$ cat src/rtl/mem_access_stage_if.sv
// Data-memory bus between the MEM stage (master) and data memory (slave).
// The slave answers a held request with a single-cycle ack.
interface mem_access_stage_if;
  logic        req;
  logic        we;
  logic [31:0] addr;
  logic [31:0] wdata;
  logic [31:0] rdata;
  logic        ack;

  modport master (output req, we, addr, wdata, input rdata, ack);
  modport slave  (input req, we, addr, wdata, output rdata, ack);
endinterface

$ cat src/rtl/mem_access_stage.sv
// MIPS32 MEM stage: branch resolution, data-memory access with wait states
// and timeout, MEM/WB register, and upstream stall generation.
module mem_access_stage #(
  parameter int TIMEOUT_CYCLES = 255,
  parameter bit CHECK_ALIGN    = 1'b1
) (
  input  logic                       clock,
  input  logic                       reset,
  input  logic                       i_branch,
  input  logic                       i_memread,
  input  logic                       i_memwrite,
  input  logic                       i_memtoreg,
  input  logic                       i_regwrite,
  input  logic                       i_zero,
  input  logic [31:0]                i_branch_target,
  input  logic [31:0]                i_alu_result,
  input  logic [31:0]                i_store_data,
  input  logic [4:0]                 i_write_reg,
  mem_access_stage_if.master         dmem,
  output logic                       pcsrc,
  output logic [31:0]                branch_target_out,
  output logic                       stall,
  output logic                       o_regwrite,
  output logic                       o_memtoreg,
  output logic [31:0]                o_read_data,
  output logic [31:0]                o_alu_result,
  output logic [4:0]                 o_write_reg,
  output logic                       o_misaligned,
  output logic                       o_bus_error
);

  typedef enum logic {ST_IDLE, ST_WAIT} state_t;

  localparam logic [7:0] LAST_WAIT = 8'(TIMEOUT_CYCLES - 1);

  state_t      state, next_state;
  logic [7:0]  wait_cnt, next_cnt;
  logic        lat_we;
  logic [31:0] lat_addr, lat_wdata;
  logic        latch_en;
  logic        memop;
  logic        req, we, abort, misaligned;
  logic [31:0] addr, wdata;

  assign memop             = i_memread | i_memwrite;
  assign pcsrc             = i_branch & i_zero;
  assign branch_target_out = i_branch_target;

  // The first request cycle comes straight from EX/MEM; later wait cycles replay the latched copy.
  always_comb begin
    next_state = state;
    next_cnt   = wait_cnt;
    req        = 1'b0;
    we         = 1'b0;
    addr       = '0;
    wdata      = '0;
    abort      = 1'b0;
    misaligned = 1'b0;
    latch_en   = 1'b0;
    case (state)
      ST_IDLE: begin
        if (memop) begin
          if (CHECK_ALIGN && (i_alu_result[1:0] != 2'b00)) begin
            misaligned = 1'b1;
          end else begin
            req      = 1'b1;
            we       = i_memwrite;
            addr     = i_alu_result;
            wdata    = i_store_data;
            latch_en = 1'b1;
            if (!dmem.ack) begin
              next_state = ST_WAIT;
              next_cnt   = '0;
            end
          end
        end
      end
      ST_WAIT: begin
        req   = 1'b1;
        we    = lat_we;
        addr  = lat_addr;
        wdata = lat_wdata;
        if (dmem.ack) begin
          next_state = ST_IDLE;
        end else if (wait_cnt == LAST_WAIT) begin
          abort      = 1'b1;
          next_state = ST_IDLE;
        end else begin
          next_cnt = wait_cnt + 8'd1;
        end
      end
      default: next_state = ST_IDLE;
    endcase
    if (reset) begin
      req        = 1'b0;
      we         = 1'b0;
      addr       = '0;
      wdata      = '0;
      abort      = 1'b0;
      misaligned = 1'b0;
      latch_en   = 1'b0;
    end
  end

  assign dmem.req   = req;
  assign dmem.we    = we;
  assign dmem.addr  = addr;
  assign dmem.wdata = wdata;
  assign stall      = req & ~dmem.ack & ~abort;

  always_ff @(posedge clock) begin
    if (reset) begin
      state     <= ST_IDLE;
      wait_cnt  <= '0;
      lat_we    <= 1'b0;
      lat_addr  <= '0;
      lat_wdata <= '0;
    end else begin
      state    <= next_state;
      wait_cnt <= next_cnt;
      if (latch_en) begin
        lat_we    <= i_memwrite;
        lat_addr  <= i_alu_result;
        lat_wdata <= i_store_data;
      end
    end
  end

  // Stalled, aborted or rejected cycles insert a bubble; data fields keep their old values.
  always_ff @(posedge clock) begin
    if (reset) begin
      o_regwrite   <= 1'b0;
      o_memtoreg   <= 1'b0;
      o_read_data  <= '0;
      o_alu_result <= '0;
      o_write_reg  <= '0;
      o_misaligned <= 1'b0;
      o_bus_error  <= 1'b0;
    end else begin
      o_misaligned <= misaligned;
      o_bus_error  <= abort;
      if (stall || abort || misaligned) begin
        o_regwrite <= 1'b0;
        o_memtoreg <= 1'b0;
      end else begin
        o_regwrite   <= i_regwrite;
        o_memtoreg   <= i_memtoreg;
        o_alu_result <= i_alu_result;
        o_write_reg  <= i_write_reg;
        if (req && dmem.ack && !i_memwrite) begin
          o_read_data <= dmem.rdata;
        end
      end
    end
  end

endmodule

$ cat src/flat_wrapper.sv
// flat-port wrapper written by rule: the top's interface ports become plain ports
module mem_access_stage_flat 
#(
  parameter int TIMEOUT_CYCLES = 255,
  parameter bit CHECK_ALIGN    = 1'b1
)
  (clock, reset, i_branch, i_memread, i_memwrite, i_memtoreg, i_regwrite, i_zero, i_branch_target, i_alu_result, i_store_data, i_write_reg, pcsrc, branch_target_out, stall, o_regwrite, o_memtoreg, o_read_data, o_alu_result, o_write_reg, o_misaligned, o_bus_error, dmem_req, dmem_we, dmem_addr, dmem_wdata, dmem_rdata, dmem_ack);
  mem_access_stage_if dmem_i ();
  input  logic clock;
  input  logic reset;
  input  logic i_branch;
  input  logic i_memread;
  input  logic i_memwrite;
  input  logic i_memtoreg;
  input  logic i_regwrite;
  input  logic i_zero;
  input  logic [31:0] i_branch_target;
  input  logic [31:0] i_alu_result;
  input  logic [31:0] i_store_data;
  input  logic [4:0] i_write_reg;
  output logic pcsrc;
  output logic [31:0] branch_target_out;
  output logic stall;
  output logic o_regwrite;
  output logic o_memtoreg;
  output logic [31:0] o_read_data;
  output logic [31:0] o_alu_result;
  output logic [4:0] o_write_reg;
  output logic o_misaligned;
  output logic o_bus_error;
  output wire logic [$bits(dmem_i.req)-1:0] dmem_req;
  output wire logic [$bits(dmem_i.we)-1:0] dmem_we;
  output wire logic [$bits(dmem_i.addr)-1:0] dmem_addr;
  output wire logic [$bits(dmem_i.wdata)-1:0] dmem_wdata;
  input wire logic [$bits(dmem_i.rdata)-1:0] dmem_rdata;
  input wire logic [$bits(dmem_i.ack)-1:0] dmem_ack;
  assign dmem_req = dmem_i.req;
  assign dmem_we = dmem_i.we;
  assign dmem_addr = dmem_i.addr;
  assign dmem_wdata = dmem_i.wdata;
  assign dmem_i.rdata = dmem_rdata;
  assign dmem_i.ack = dmem_ack;
  mem_access_stage #(.TIMEOUT_CYCLES(TIMEOUT_CYCLES), .CHECK_ALIGN(CHECK_ALIGN)) u_core (.clock(clock), .reset(reset), .i_branch(i_branch), .i_memread(i_memread), .i_memwrite(i_memwrite), .i_memtoreg(i_memtoreg), .i_regwrite(i_regwrite), .i_zero(i_zero), .i_branch_target(i_branch_target), .i_alu_result(i_alu_result), .i_store_data(i_store_data), .i_write_reg(i_write_reg), .dmem(dmem_i), .pcsrc(pcsrc), .branch_target_out(branch_target_out), .stall(stall), .o_regwrite(o_regwrite), .o_memtoreg(o_memtoreg), .o_read_data(o_read_data), .o_alu_result(o_alu_result), .o_write_reg(o_write_reg), .o_misaligned(o_misaligned), .o_bus_error(o_bus_error));
endmodule
$ cat config.mk
export PLATFORM = sky130hd
export DESIGN_NAME = mem_access_stage_flat
export DESIGN_NICKNAME = d
export VERILOG_FILES = /design/src/rtl/mem_access_stage_if.sv /design/src/rtl/mem_access_stage.sv /design/src/flat_wrapper.sv
export SDC_FILE = /design/constraint.sdc
export NUM_CORES = 1
export LEC_CHECK = 0
export ABC_AREA = 1
export BUFFER_PORTS_ARGS = -buffer_cell sky130_fd_sc_hd__buf_2
export CELL_PAD_IN_SITES_DETAIL_PLACEMENT = 1
export CELL_PAD_IN_SITES_GLOBAL_PLACEMENT = 1
export CORE_ASPECT_RATIO = 0.7
export CORE_MARGIN = 4
export CORE_UTILIZATION = 34
export CTS_CLUSTER_SIZE = 30
export DETAILED_ROUTE_END_ITERATION = 16
export PLACE_DENSITY = 0.89
export SETUP_SLACK_MARGIN = 0.4
export SLEW_MARGIN = 25
export SYNTH_ARGS = -nofsm -noshare
export SYNTH_HDL_FRONTEND = slang
export SYNTH_SLANG_ARGS = --single-unit
$ cat constraint.sdc
create_clock -name clock -period 4 [get_ports clock]
set_clock_uncertainty 0.1 [all_clocks]
set_input_delay 0.2 -clock clock [delete_from_list [all_inputs] [get_ports clock]]
set_output_delay 0.2 -clock clock [all_outputs]
set_load 0.03 [all_outputs]
==> results of run 1 <==
## routing by layer
layer  global-route usage  share of wire  vias up
li1                     -              -     3247
met1               0.2516           0.41     3196
met2               0.3845           0.50      229
met3              0.06228          0.064       42
met4              0.07032          0.024        2
met5                    0        0.00030        -
## report_power, final
| group | internal, W | leakage, nW | total, W | switching (W) |
|---|---|---|---|---|
| Combinational | 0.000202 | 2.71 | 0.000564 | 0.000362 |
| Sequential | 0.00153 | 1.20 | 0.00157 | 0.0000314 |
| Clock | 0.00123 | 0.331 | 0.00186 | 0.000630 |
| Total | 0.00297 | 4.24 | 0.00399 | 0.00102 |
## worst max-delay path, delay by kind of cell (launching register included)
family                 cells  cell delay, ns
buffers and inverters      2            0.91
AND/OR/NAND/NOR            2            0.58
flip-flops                 1            0.48
AO/OA/AOI/OAI              1            0.19
## placed cells by master (no fill, tap or decap), types with 2 or more instances in the layout
master / instances
sky130_fd_sc_hd__o22ai_1: 126
sky130_fd_sc_hd__clkinv_4: 3
sky130_fd_sc_hd__nand2_2: 4
sky130_fd_sc_hd__nand3_1: 77
sky130_fd_sc_hd__nand2_4: 2
sky130_fd_sc_hd__nor2_1: 62
sky130_fd_sc_hd__buf_2: 250
sky130_fd_sc_hd__buf_4: 8
sky130_fd_sc_hd__bufinv_16: 7
sky130_fd_sc_hd__dfxtp_1: 147
sky130_fd_sc_hd__nand3b_1: 2
sky130_fd_sc_hd__nand2_1: 96
sky130_fd_sc_hd__a21oi_1: 75
sky130_fd_sc_hd__clkbuf_16: 17
sky130_fd_sc_hd__dlygate4sd3_1: 74
sky130_fd_sc_hd__inv_1: 145
sky130_fd_sc_hd__inv_6: 2
sky130_fd_sc_hd__nor3_1: 2
sky130_fd_sc_hd__nor3b_1: 2
sky130_fd_sc_hd__ha_1: 2
## final cells by class
| type | count | area share |
|---|---|---|
| well taps | 236 | 0.03347 |
| diodes | 1 | 0.0002836 |
| repair buffers | 332 | 0.2326 |
| flip-flops and latches | 147 | 0.3336 |
| clock inverters | 12 | 0.02879 |
| clock buffers | 18 | 0.04865 |
| inverters | 147 | 0.06283 |
| multi-input cells | 454 | 0.2598 |
## metrics by stage
step	power [W]	std cells	hold slack, ns	util
6_report	0.003994	1347	0.01965	0.4872
3_3_place_gp	0.002082	1242	0.3002	0.4080
4_1_cts	0.004023	1346	0.0005801	0.4866
5_1_grt	0.004161	1346	0.01152	0.4870
3_5_place_dp	0.002095	1242	0.3002	0.4080
2_1_floorplan	0.001981	842	0.1780	-
## worst max-delay path by stage
stage / from / end / cells past startpoint
2_1_floorplan: i_alu_result[0] / dmem_addr[22] / 7
3_3_place_gp: reset / u_core.o_read_data[21]$_SDFFE_PP0P_ / 8
3_5_place_dp: reset / u_core.o_read_data[22]$_SDFFE_PP0P_ / 8
4_1_cts: u_core.state$_SDFF_PP0_ / dmem_wdata[4] / 5
5_1_grt: u_core.state$_SDFF_PP0_ / dmem_wdata[4] / 5
6_report: u_core.state$_SDFF_PP0_ / dmem_wdata[4] / 5
## repair_timing
| action | 4_1_cts | 5_1_grt |
|---|---|---|
| gates resized for setup | 0 | 0 |
| hold buffers | 74 | 0 |
| endpoints found under the hold margin | 74 | 0 |
## kinds of logic after synthesis
family,share of synthesized area
xor+xnor,0.001391
fa+ha+maj,0.003972
compound gates,0.1873
buf+inv,0.1730
flops,0.4671
simple gates,0.1672
==> insert_results.sql, run 1 <==
INSERT INTO impl_metrics (metric_group, metric, value, unit) VALUES
('setup_path', 'crit_arrival', '2.64', 'ns'),
('timing', 'slew_violations', '0', ''),
('layout', 'area_growth_from_synthesis_to_final_layout', '40.04', '%'),
('power', 'power.density', '452.8', 'nW/um^2'),
('routing', 'num_vias', '6716', ''),
('routing', 'drt.antenna.violating_nets', '0', ''),
('min_path', 'worst_hold_path.num_cells', '5', ''),
('clock_tree', 'cts.htree.levels', '4', ''),
('synth', 'synth_top_cell_area_share', '0.4671', ''),
('min_path', 'hold_path_startpoint', 'i_write_reg[4]', ''),
('floorplan', 'initial_cell_density_of_the_core', '0.3479', ''),
('timing', 'finalWorstPathRequiredPeriod', '2.940', 'ns'),
('setup_path', 'worstPathCellList', 'nor2_1 > nand2_4 > buf_4 > o22ai_1 > buf_2', ''),
('synth', 'synth.avg_cell_area', '7.482', 'sq um'),
('setup_path', 'worst_r2r_startpoint', 'u_core.state$_SDFF_PP0_', ''),
('setup_path', 'regToRegEndpoint', 'u_core.o_memtoreg$_SDFF_PP0_', ''),
('routing', 'postRouteWirelength', '23000', 'microns'),
('routing', 'first_pass_iters', '4', ''),
('floorplan', 'row_count', '41', ''),
('floorplan', 'pin_count', '315', ''),
('routing', 'drt_drc_violations_left', '0', ''),
('setup_path', 'rr_worst_depth', '7', ''),
('timing', 'finalSetupViolCount', '0', ''),
('synth', 'synth_top_cells_by_area', 'sky130_fd_sc_hd__dfxtp_1 (47%), sky130_fd_sc_hd__o22ai_1 (13%), sky130_fd_sc_hd__inv_1 (8.6%)', ''),
('run_status', 'status', 'finished, final reports clean', ''),
('setup_path', 'start_kind', 'flip-flop', ''),
('placed_design', 'port_buffers', '250', ''),
('global_route', 'grt_first_pass_wirelength', '36070', 'microns'),
('floorplan', 'floorplan.die.width', '170.7', 'microns'),
('synth', 'sequential_share_of_the_synthesized_area', '0.4671', ''),
('global_route', 'grt_util_all_layers', '0.2163', ''),
('layout', 'fillers', '2262', ''),
('timing', 'setup_slack', '1.060', 'ns'),
('layout', 'sequential_cell_area', '2943', 'sq um'),
('synth', 'post_synth_most_frequent_cells', 'sky130_fd_sc_hd__dfxtp_1 (147), sky130_fd_sc_hd__inv_1 (145), sky130_fd_sc_hd__o22ai_1 (126)', ''),
('global_route', 'initial_antenna_violation_count', '1', ''),
('clock_tree', 'clkSinkCount', '147', ''),
('synth', 'synthDominantAreaCellType', 'sky130_fd_sc_hd__dfxtp_1', ''),
('routing', 'wire_per_inst', '17.08', 'microns'),
('min_path', 'min-delay-path-class', 'input port to flip-flop', ''),
('layout', 'design.final.nets', '1243', ''),
('clock_tree', 'cts_setup_buffers', '0', ''),
('timing', 'fmaxAchievable', '0.3402', 'GHz'),
('layout', 'drive_above_1_share', '0.2676', ''),
('timing', 'max-slew-margin-rel', '0.3955', ''),
('synth', 'synth-warning-count', '0', ''),
('global_route', 'gr-total-overflow', '0', ''),
('power', 'worst_ir_drop_on_vdd', '241.5', 'uV'),
('setup_path', 'slowest_stage', 'sky130_fd_sc_hd__buf_4', ''),
('clock_tree', 'clock_transition_time_at_the_flip_flop_clock_pins_of_the_worst_setup_and_hold_paths', '0.06', 'ns'),
('setup_path', 'critical-path-max-stage-delay', '0.68', 'ns'),
('timing', 'totalNegativeSetupSlack', '0', 'ns'),
('placed_design', 'finalWeightedCongestion', '0.8033', ''),
('clock_tree', 'tritoncts', 'done', ''),
('layout', 'multi_input_gate_area', '2292', 'sq um'),
('synth', 'netlist_area', '6300', 'sq um'),
('clock_tree', 'cts_buffer_depth', '2', ''),
('timing', 'timing.final.hold_violations', '0', ''),
('global_route', 'grt_start_max_net_pins', '76', ''),
('placed_design', 'post-place-ws', '1.225', 'ns'),
('synth', 'yosysMostFrequentCell', 'sky130_fd_sc_hd__dfxtp_1', ''),
('synth', 'ys_async_sr_fraction', '0', ''),
('placed_design', 'detailed_place.area', '7388', 'sq um'),
('routing', 'detail_route.vias_per_cell', '4.986', ''),
('setup_path', 'path_class', 'flip-flop to output pin', ''),
('layout', 'finish.instance_area', '8822', 'sq um'),
('timing', 'rsz0062_at_grt', 'no', ''),
('floorplan', 'die_area', '20810', 'sq um'),
('clock_tree', 'worst_skew_late_latency', '0.41', 'ns'),
('setup_path', 'regToRegSetupSlack', '1.73', 'ns'),
('synth', 'synth_edf_count', '0', '');
No activity file was read; power rests on OpenSTA's default activity.
==> run 2: changes to the inputs <==
--- a/config.mk
+++ b/config.mk
@@ -11,10 +11,10 @@
 export CELL_PAD_IN_SITES_GLOBAL_PLACEMENT = 1
 export CORE_ASPECT_RATIO = 0.7
 export CORE_MARGIN = 4
-export CORE_UTILIZATION = 34
+export CORE_UTILIZATION = 28
 export CTS_CLUSTER_SIZE = 30
 export DETAILED_ROUTE_END_ITERATION = 16
-export PLACE_DENSITY = 0.89
+export PLACE_DENSITY = 0.79
 export SETUP_SLACK_MARGIN = 0.4
 export SLEW_MARGIN = 25
 export SYNTH_ARGS = -nofsm -noshare
==> constraint.sdc (replaced) <==
create_clock -name clock -period 2.7 [get_ports clock]
set_clock_uncertainty 0.1 [all_clocks]
set_input_delay 0.135 -clock clock [delete_from_list [all_inputs] [get_ports clock]]
set_output_delay 0.135 -clock clock [all_outputs]
set_load 0.03 [all_outputs]
==> insert_results.sql, run 2 (synthesis gave the netlist of run 1 again) <==
INSERT INTO impl_metrics (metric_group, metric, value, unit) VALUES
('timing', 'timing.final.hold_violations', '0', ''),
('job', 'max_cap_violations', '0', ''),
('layout', 'mostFrequentLayoutCells', 'sky130_fd_sc_hd__buf_2 (250), sky130_fd_sc_hd__dfxtp_1 (146), sky130_fd_sc_hd__inv_1 (144)', ''),
('clock_tree', 'worst_skew_late_latency', '0.41', 'ns'),
('timing', 'fmaxAchievable', '0.4548', 'GHz'),
('floorplan', 'floorplan.die.width', '187.3', 'microns'),
('global_route', 'grt_start_max_net_pins', '66', ''),
('timing', 'worst_pin_slew', '0.5391', 'ns'),
('clock_tree', 'cts.htree.levels', '4', ''),
('routing', 'wire_per_inst', '16.87', 'microns'),
('layout', 'design.final.nets', '1285', ''),
('clock_tree', 'tritoncts', 'done', ''),
('routing', 'postRouteWirelength', '24260', 'microns'),
('timing', 'totalNegativeSetupSlack', '0', 'ns'),
('floorplan', 'die_area', '25000', 'sq um'),
('timing', 'rsz0062_at_grt', 'no', ''),
('floorplan', 'initial_cell_density_of_the_core', '0.2876', ''),
('run_status', 'status', 'finished, final reports clean', ''),
('setup_path', 'critPathRequiredTime', '2.47', 'ns'),
('clock_tree', 'tritoncts.num_buffers', '17', ''),
('floorplan', 'row_count', '45', ''),
('setup_path', 'path_class', 'flip-flop to output pin', ''),
('layout', 'drive_above_1_share', '0.2695', ''),
('timing', 'slew_violations', '0', ''),
('routing', 'first_pass_iters', '4', ''),
('timing', 'finalSetupViolCount', '0', ''),
('power', 'worst_ir_drop_on_vdd', '380.7', 'uV'),
('routing', 'drt_first_iter_violations', '291', ''),
('setup_path', 'crit_arrival', '1.96', 'ns'),
('floorplan', 'die_h', '133.5', 'microns'),
('placed_design', 'detailed_place.area', '7506', 'sq um'),
('setup_path', 'slowest_stage', 'sky130_fd_sc_hd__dfxtp_1', ''),
('timing', 'finalCritPeriodShare', '0.8144', ''),
('global_route', 'vias_in_the_first_global_route', '7251', ''),
('min_path', 'min-delay-path-class', 'input port to flip-flop', ''),
('layout', 'area_growth_from_synthesis_to_final_layout', '48.90', '%'),
('placed_design', 'total_half_perimeter_wirelength_after_legalization_and_detailed_placement', '14920', 'microns'),
('power', 'power.density', '639.6', 'nW/um^2'),
('routing', 'drt.antenna.violating_nets', '0', ''),
('global_route', 'initial_antenna_violation_count', '3', ''),
('floorplan', 'placeableCoreArea', '21900', 'sq um'),
('power', 'cellLeakagePower', '4.473', 'nW'),
('routing', 'drt_drc_violations_left', '0', ''),
('floorplan', 'pin_count', '315', ''),
('setup_path', 'path_max_fanout', '5', ''),
('setup_path', 'critical-path-max-stage-delay', '0.38', 'ns'),
('placed_design', 'port_buffers', '250', ''),
('setup_path', 'worstPathCellList', 'inv_1 > ha_1 > nand2_1 > nor2_1 > nand2_1 > nand2_1 > nand2_4 > clkinvlp_4 > nor2_1 > buf_2', ''),
('layout', 'finish.instance_area', '9380', 'sq um'),
('layout', 'most_frequent_standard_cell_in_the_layout_excluding_fill_and_tap_cells', 'sky130_fd_sc_hd__buf_2', ''),
('layout', 'fillers', '2696', ''),
('clock_tree', 'clkSinkCount', '147', ''),
('clock_tree', 'cts_buffer_depth', '2', ''),
('global_route', 'grt_util_all_layers', '0.1871', ''),
('clock_tree', 'clock_transition_time_at_the_flip_flop_clock_pins_of_the_worst_setup_and_hold_paths', '0.06', 'ns'),
('routing', 'detail_route.vias_per_cell', '4.794', ''),
('routing', 'num_vias', '6894', ''),
('setup_path', 'timing.critical_path.mode_cell', 'sky130_fd_sc_hd__nand2_1', ''),
('global_route', 'gr-total-overflow', '0', ''),
('setup_path', 'start_kind', 'flip-flop', ''),
('clock_tree', 'cts-root-buf', 'sky130_fd_sc_hd__clkbuf_16', ''),
('global_route', 'grt_first_pass_wirelength', '38340', 'microns'),
('setup_path', 'critical_path.endpoint_type', 'output pin', ''),
('timing', 'max-slew-margin-rel', '0.6393', ''),
('placed_design', 'finalWeightedCongestion', '0.8103', ''),
('timing', 'finalWorstPathRequiredPeriod', '2.199', 'ns');
## run 2: cell types whose count changed in the layout (fill, tap and decap cells not counted), moves of 2 or more
cell	previous run	this run
sky130_fd_sc_hd__buf_12	0	2
sky130_fd_sc_hd__buf_4	8	12
sky130_fd_sc_hd__clkbuf_8	0	5
sky130_fd_sc_hd__clkinv_4	3	1
sky130_fd_sc_hd__dlygate4sd3_1	74	106
sky130_fd_sc_hd__inv_6	2	0
## run 2: final cells by class
cell class              instances  area, sq um  share of cell area
flip-flops and latches        147         2944              0.3139
repair buffers                373         2514              0.2680
multi-input cells             455         2311              0.2464
inverters                     147        558.0             0.05949
clock buffers                  24        501.7             0.05349
well taps                     282        352.8             0.03761
clock inverters                 8        193.9             0.02067
diodes                          2        5.005           0.0005335
## run 2: path summary, 6_finish.rpt
| kind | depth (start not counted) | slack (ns) | to | start |
|---|---|---|---|---|
| max reg2reg | 7 | 0.77 | u_core.o_alu_result[31]$_SDFFE_PP0N_ | u_core.state$_SDFF_PP0_ |
| min reg2reg | 2 | 0.35 | u_core.lat_addr[1]$_SDFFE_PP0P_ | u_core.lat_addr[1]$_SDFFE_PP0P_ |
| min | 4 | 0.09 | u_core.o_bus_error$_SDFF_PP0_ | reset |
| max | 10 | 0.50 | stall | u_core.wait_cnt[0]$_SDFFE_PP0P_ |
## run 2: where the power goes
| group | switching, W | internal (W) |
|---|---|---|
| Clock | 0.000920 | 0.00186 |
| Sequential | 0.0000434 | 0.00227 |
| Combinational | 0.000555 | 0.000348 |
## run 2: critical path, delay by kind of cell, from the launching register on
family	cells	cell delay, ns
adder cells (fa/ha/maj)	1	0.22
AND/OR/NAND/NOR	6	0.49
flip-flops	1	0.38
buffers and inverters	3	0.44
## run 2: per-layer routing
layer  vias up  track usage  share of wire
met5         -            0              0
met4         0      0.08005          0.038
met3        62      0.07229          0.075
met2       240       0.3103           0.47
met1      3259       0.2169           0.42
li1       3333            -              -
## run 2: repair_timing
item | 4_1_cts | 5_1_grt
endpoints found under the setup margin | 12 | 39
pin swaps | 0 | 1
buffers inserted | 0 | 5
cloned | 1 | 1
hold buffers | 106 | 0
endpoints found under the hold margin | 131 | 0
resized for setup | 4 | 5
## run 2: stage by stage
stage / utilization / std cells / hold slack, ns / power (W) / worst slack [ns]
2_1_floorplan: - / 842 / 0.1130 / 0.002935 / 0.9793
3_3_place_gp: 0.3427 / 1291 / 0.1702 / 0.003099 / 0.6467
3_5_place_dp: 0.3427 / 1291 / 0.1702 / 0.003117 / 0.6611
4_1_cts: 0.4253 / 1430 / 0.1635 / 0.006059 / 0.3780
5_1_grt: 0.4283 / 1438 / 0.09065 / 0.006272 / 0.3573
6_report: 0.4283 / 1438 / 0.09049 / 0.006000 / 0.5010
==> run 3: changes to the inputs <==
==> constraint.sdc (replaced) <==
create_clock -name clock -period 1.8 [get_ports clock]
set_clock_uncertainty 0.1 [all_clocks]
set_input_delay 0.09 -clock clock [delete_from_list [all_inputs] [get_ports clock]]
set_output_delay 0.09 -clock clock [all_outputs]
set_load 0.03 [all_outputs]
==> insert_results.sql, run 3 (synthesis gave the netlist of run 1 again) <==
INSERT INTO impl_metrics (metric_group, metric, value, unit) VALUES
('timing', 'rsz0062_at_grt', 'yes', ''),
('setup_path', 'path_max_fanout', '16', ''),
('floorplan', 'row_count', '45', ''),
('routing', 'wl_met1', '12350', 'microns'),
('timing', 'fin_worst_hold_slack', '0.08001', 'ns'),
('timing', 'timing.final.hold_violations', '0', ''),
('timing', 'finalWorstPathRequiredPeriod', '1.826', 'ns'),
('floorplan', 'pin_count', '315', ''),
('run_status', 'status', 'finished with violations', ''),
('routing', 'drt_first_iter_violations', '224', ''),
('routing', 'first_pass_iters', '4', ''),
('floorplan', 'floorplan.die.width', '187.3', 'microns'),
('placed_design', 'port_buffers', '250', ''),
('layout', 'antenna_cells', '0', ''),
('setup_path', 'start_kind', 'flip-flop', ''),
('global_route', 'initial_antenna_violation_count', '1', ''),
('placed_design', 'finalWeightedCongestion', '0.7609', ''),
('min_path', 'min-delay-path-class', 'input port to output pin', ''),
('timing', 'worst_pin_slew', '0.4896', 'ns'),
('power', 'cellLeakagePower', '4.990', 'nW'),
('timing', 'finalCritPeriodShare', '1.015', ''),
('floorplan', 'die_area', '25000', 'sq um'),
('global_route', 'grt_first_pass_wirelength', '43630', 'microns'),
('clock_tree', 'cts.htree.levels', '4', ''),
('routing', 'detail_route.vias_per_cell', '4.898', ''),
('clock_tree', 'cts_buffer_depth', '2', ''),
('global_route', 'grt_start_max_net_pins', '42', ''),
('timing', 'slew_violations', '0', ''),
('setup_path', 'regToRegSetupSlack', '0.17', 'ns'),
('layout', 'final-instance-count-excl-fill', '1476', ''),
('timing', 'setup_slack', '-0.02641', 'ns'),
('setup_path', 'worst_r2r_startpoint', 'u_core.state$_SDFF_PP0_', ''),
('placed_design', 'total_half_perimeter_wirelength_after_legalization_and_detailed_placement', '15140', 'microns'),
('layout', 'drive_above_1_share', '0.3886', ''),
('routing', 'postRouteWirelength', '28730', 'microns'),
('routing', 'met3WireLength', '1696', 'microns'),
('clock_tree', 'tritoncts.num_buffers', '17', ''),
('global_route', 'gr-total-overflow', '0', ''),
('layout', 'design.final.nets', '1325', ''),
('placed_design', 'placed_cells_incl_taps', '1301', ''),
('power', 'worst_ir_drop_on_vdd', '609.8', 'uV'),
('job', 'max_cap_violations', '0', ''),
('run_status', 'failing_checks', 'negative setup slack', ''),
('floorplan', 'die_h', '133.5', 'microns'),
('timing', 'max-slew-margin-rel', '0.6736', ''),
('setup_path', 'critical_path_origin', 'u_core.state$_SDFF_PP0_', ''),
('timing', 'fmaxAchievable', '0.5475', 'GHz'),
('routing', 'num_vias', '7229', ''),
('routing', 'met2RoutedLength', '14230', 'microns'),
('timing', 'finalSetupViolCount', '1', ''),
('routing', 'drt.antenna.violating_nets', '0', ''),
('setup_path', 'critical_path.endpoint_type', 'output pin', ''),
('layout', 'most_frequent_standard_cell_in_the_layout_excluding_fill_and_tap_cells', 'sky130_fd_sc_hd__buf_2', ''),
('floorplan', 'initial_cell_density_of_the_core', '0.2876', ''),
('clock_tree', 'clock_transition_time_at_the_flip_flop_clock_pins_of_the_worst_setup_and_hold_paths', '0.06', 'ns'),
('placed_design', 'post-place-ws', '0.04896', 'ns'),
('setup_path', 'critPathCapture', 'dmem_addr[17]', ''),
('setup_path', 'crit_arrival', '1.64', 'ns'),
('routing', 'wire_per_inst', '19.46', 'microns'),
('setup_path', 'path_class', 'flip-flop to output pin', ''),
('layout', 'final_core_util', '0.5116', ''),
('floorplan', 'placeableCoreArea', '21900', 'sq um'),
('global_route', 'grt_util_all_layers', '0.2191', ''),
('setup_path', 'rr_worst_depth', '6', ''),
('setup_path', 'regToRegEndpoint', 'u_core.o_alu_result[1]$_SDFFE_PP0N_', ''),
('routing', 'drt_drc_violations_left', '0', ''),
('global_route', 'vias_in_the_first_global_route', '7751', ''),
('setup_path', 'critPathRequiredTime', '1.61', 'ns'),
('clock_tree', 'cts-root-buf', 'sky130_fd_sc_hd__clkbuf_16', ''),
('layout', 'area_growth_from_synthesis_to_final_layout', '77.87', '%'),
('layout', 'fillers', '2486', ''),
('power', 'power.density', '782.1', 'nW/um^2'),
('routing', 'highest_layer', 'met5', ''),
('clock_tree', 'worst_skew_late_latency', '0.42', 'ns'),
('clock_tree', 'tritoncts', 'done', ''),
('clock_tree', 'clkSinkCount', '147', ''),
('layout', 'mostFrequentLayoutCells', 'sky130_fd_sc_hd__buf_2 (183), sky130_fd_sc_hd__inv_1 (143), sky130_fd_sc_hd__dfxtp_1 (142)', '');
[run 3: changes by cell type in the layout (fill, tap and decap cells not counted), sizes merged]
cell | previous run | this run
buf | 266 | 301
bufbuf | 1 | 7
bufinv | 6 | 2
clkbuf | 24 | 21
clkinv | 2 | 6
clkinvlp | 1 | 3
diode | 2 | 0
dlygate4sd3 | 106 | 105
inv | 146 | 148
nand2 | 103 | 102
[run 3: worst min path at each step]
stage                                  start                                    to  slack (ns)  cells after the start
after floorplan                     dmem_ack         u_core.o_bus_error$_SDFF_PP0_        0.07                      1
after global placement    i_branch_target[1]                  branch_target_out[1]        0.08                      0
after detailed placement  i_branch_target[1]                  branch_target_out[1]        0.08                      0
after CTS                              reset  u_core.o_alu_result[20]$_SDFFE_PP0N_        0.08                      5
after global routing      i_branch_target[4]                  branch_target_out[4]        0.08                      0
final                     i_branch_target[0]                  branch_target_out[0]        0.08                      0
[run 3: where the power goes]
| group | internal [W] | leakage, nW | switching (W) |
|---|---|---|---|
| sequential | 0.00341 | 1.21 | 0.0000646 |
| combinational | 0.000744 | 3.51 | 0.000996 |
| clock | 0.00208 | 0.276 | 0.00147 |
| total | 0.00623 | 4.99 | 0.00253 |
[run 3: layout make-up]
class / instances / area, sq um / share of cell area
Sequential cell: 147 / 2957 / 0.2638
Inverter: 147 / 559.3 / 0.04991
Timing Repair Buffer: 414 / 3636 / 0.3245
Multi-Input combinational cell: 454 / 3122 / 0.2786
Clock inverter: 12 / 132.6 / 0.01184
Tap cell: 282 / 352.8 / 0.03149
Clock buffer: 20 / 446.7 / 0.03986
[run 3: per-stage QoR]
step	total power [W]	cell area (sq um)	setup TNS, ns
6_report	0.008764	11210	-0.02641
3_3_place_gp	0.004749	8092	0
5_1_grt	0.009112	11210	-2.284
4_1_cts	0.008745	10830	-0.07774
3_5_place_dp	0.004775	8092	0
2_1_floorplan	0.004470	6730	0
[run 3: worst max-delay path, stage by stage, from the launching register on]
cell and delay, ns:
sky130_fd_sc_hd__dfxtp_4 0.37, sky130_fd_sc_hd__nor2_4 0.15, sky130_fd_sc_hd__nand2_8 0.14, sky130_fd_sc_hd__buf_16 0.21, sky130_fd_sc_hd__o22ai_2 0.16, sky130_fd_sc_hd__buf_6 0.17
[run 3: timing repair]
item / CTS / global route
gates cloned: 11 / 2
hold buffers: 105 / 0
endpoints found under the hold margin: 135 / 0
buffers inserted: 18 / 7
setup endpoints to repair: 180 / 211
resized for setup: 188 / 54
pin swaps: 9 / 5
[run 3: per-layer routing]
layer	global-route usage	vias up
met3	0.06286	44
met5	0	-
met4	0.06158	2
met1	0.2656	3521
li1	-	3416
met2	0.3818	246
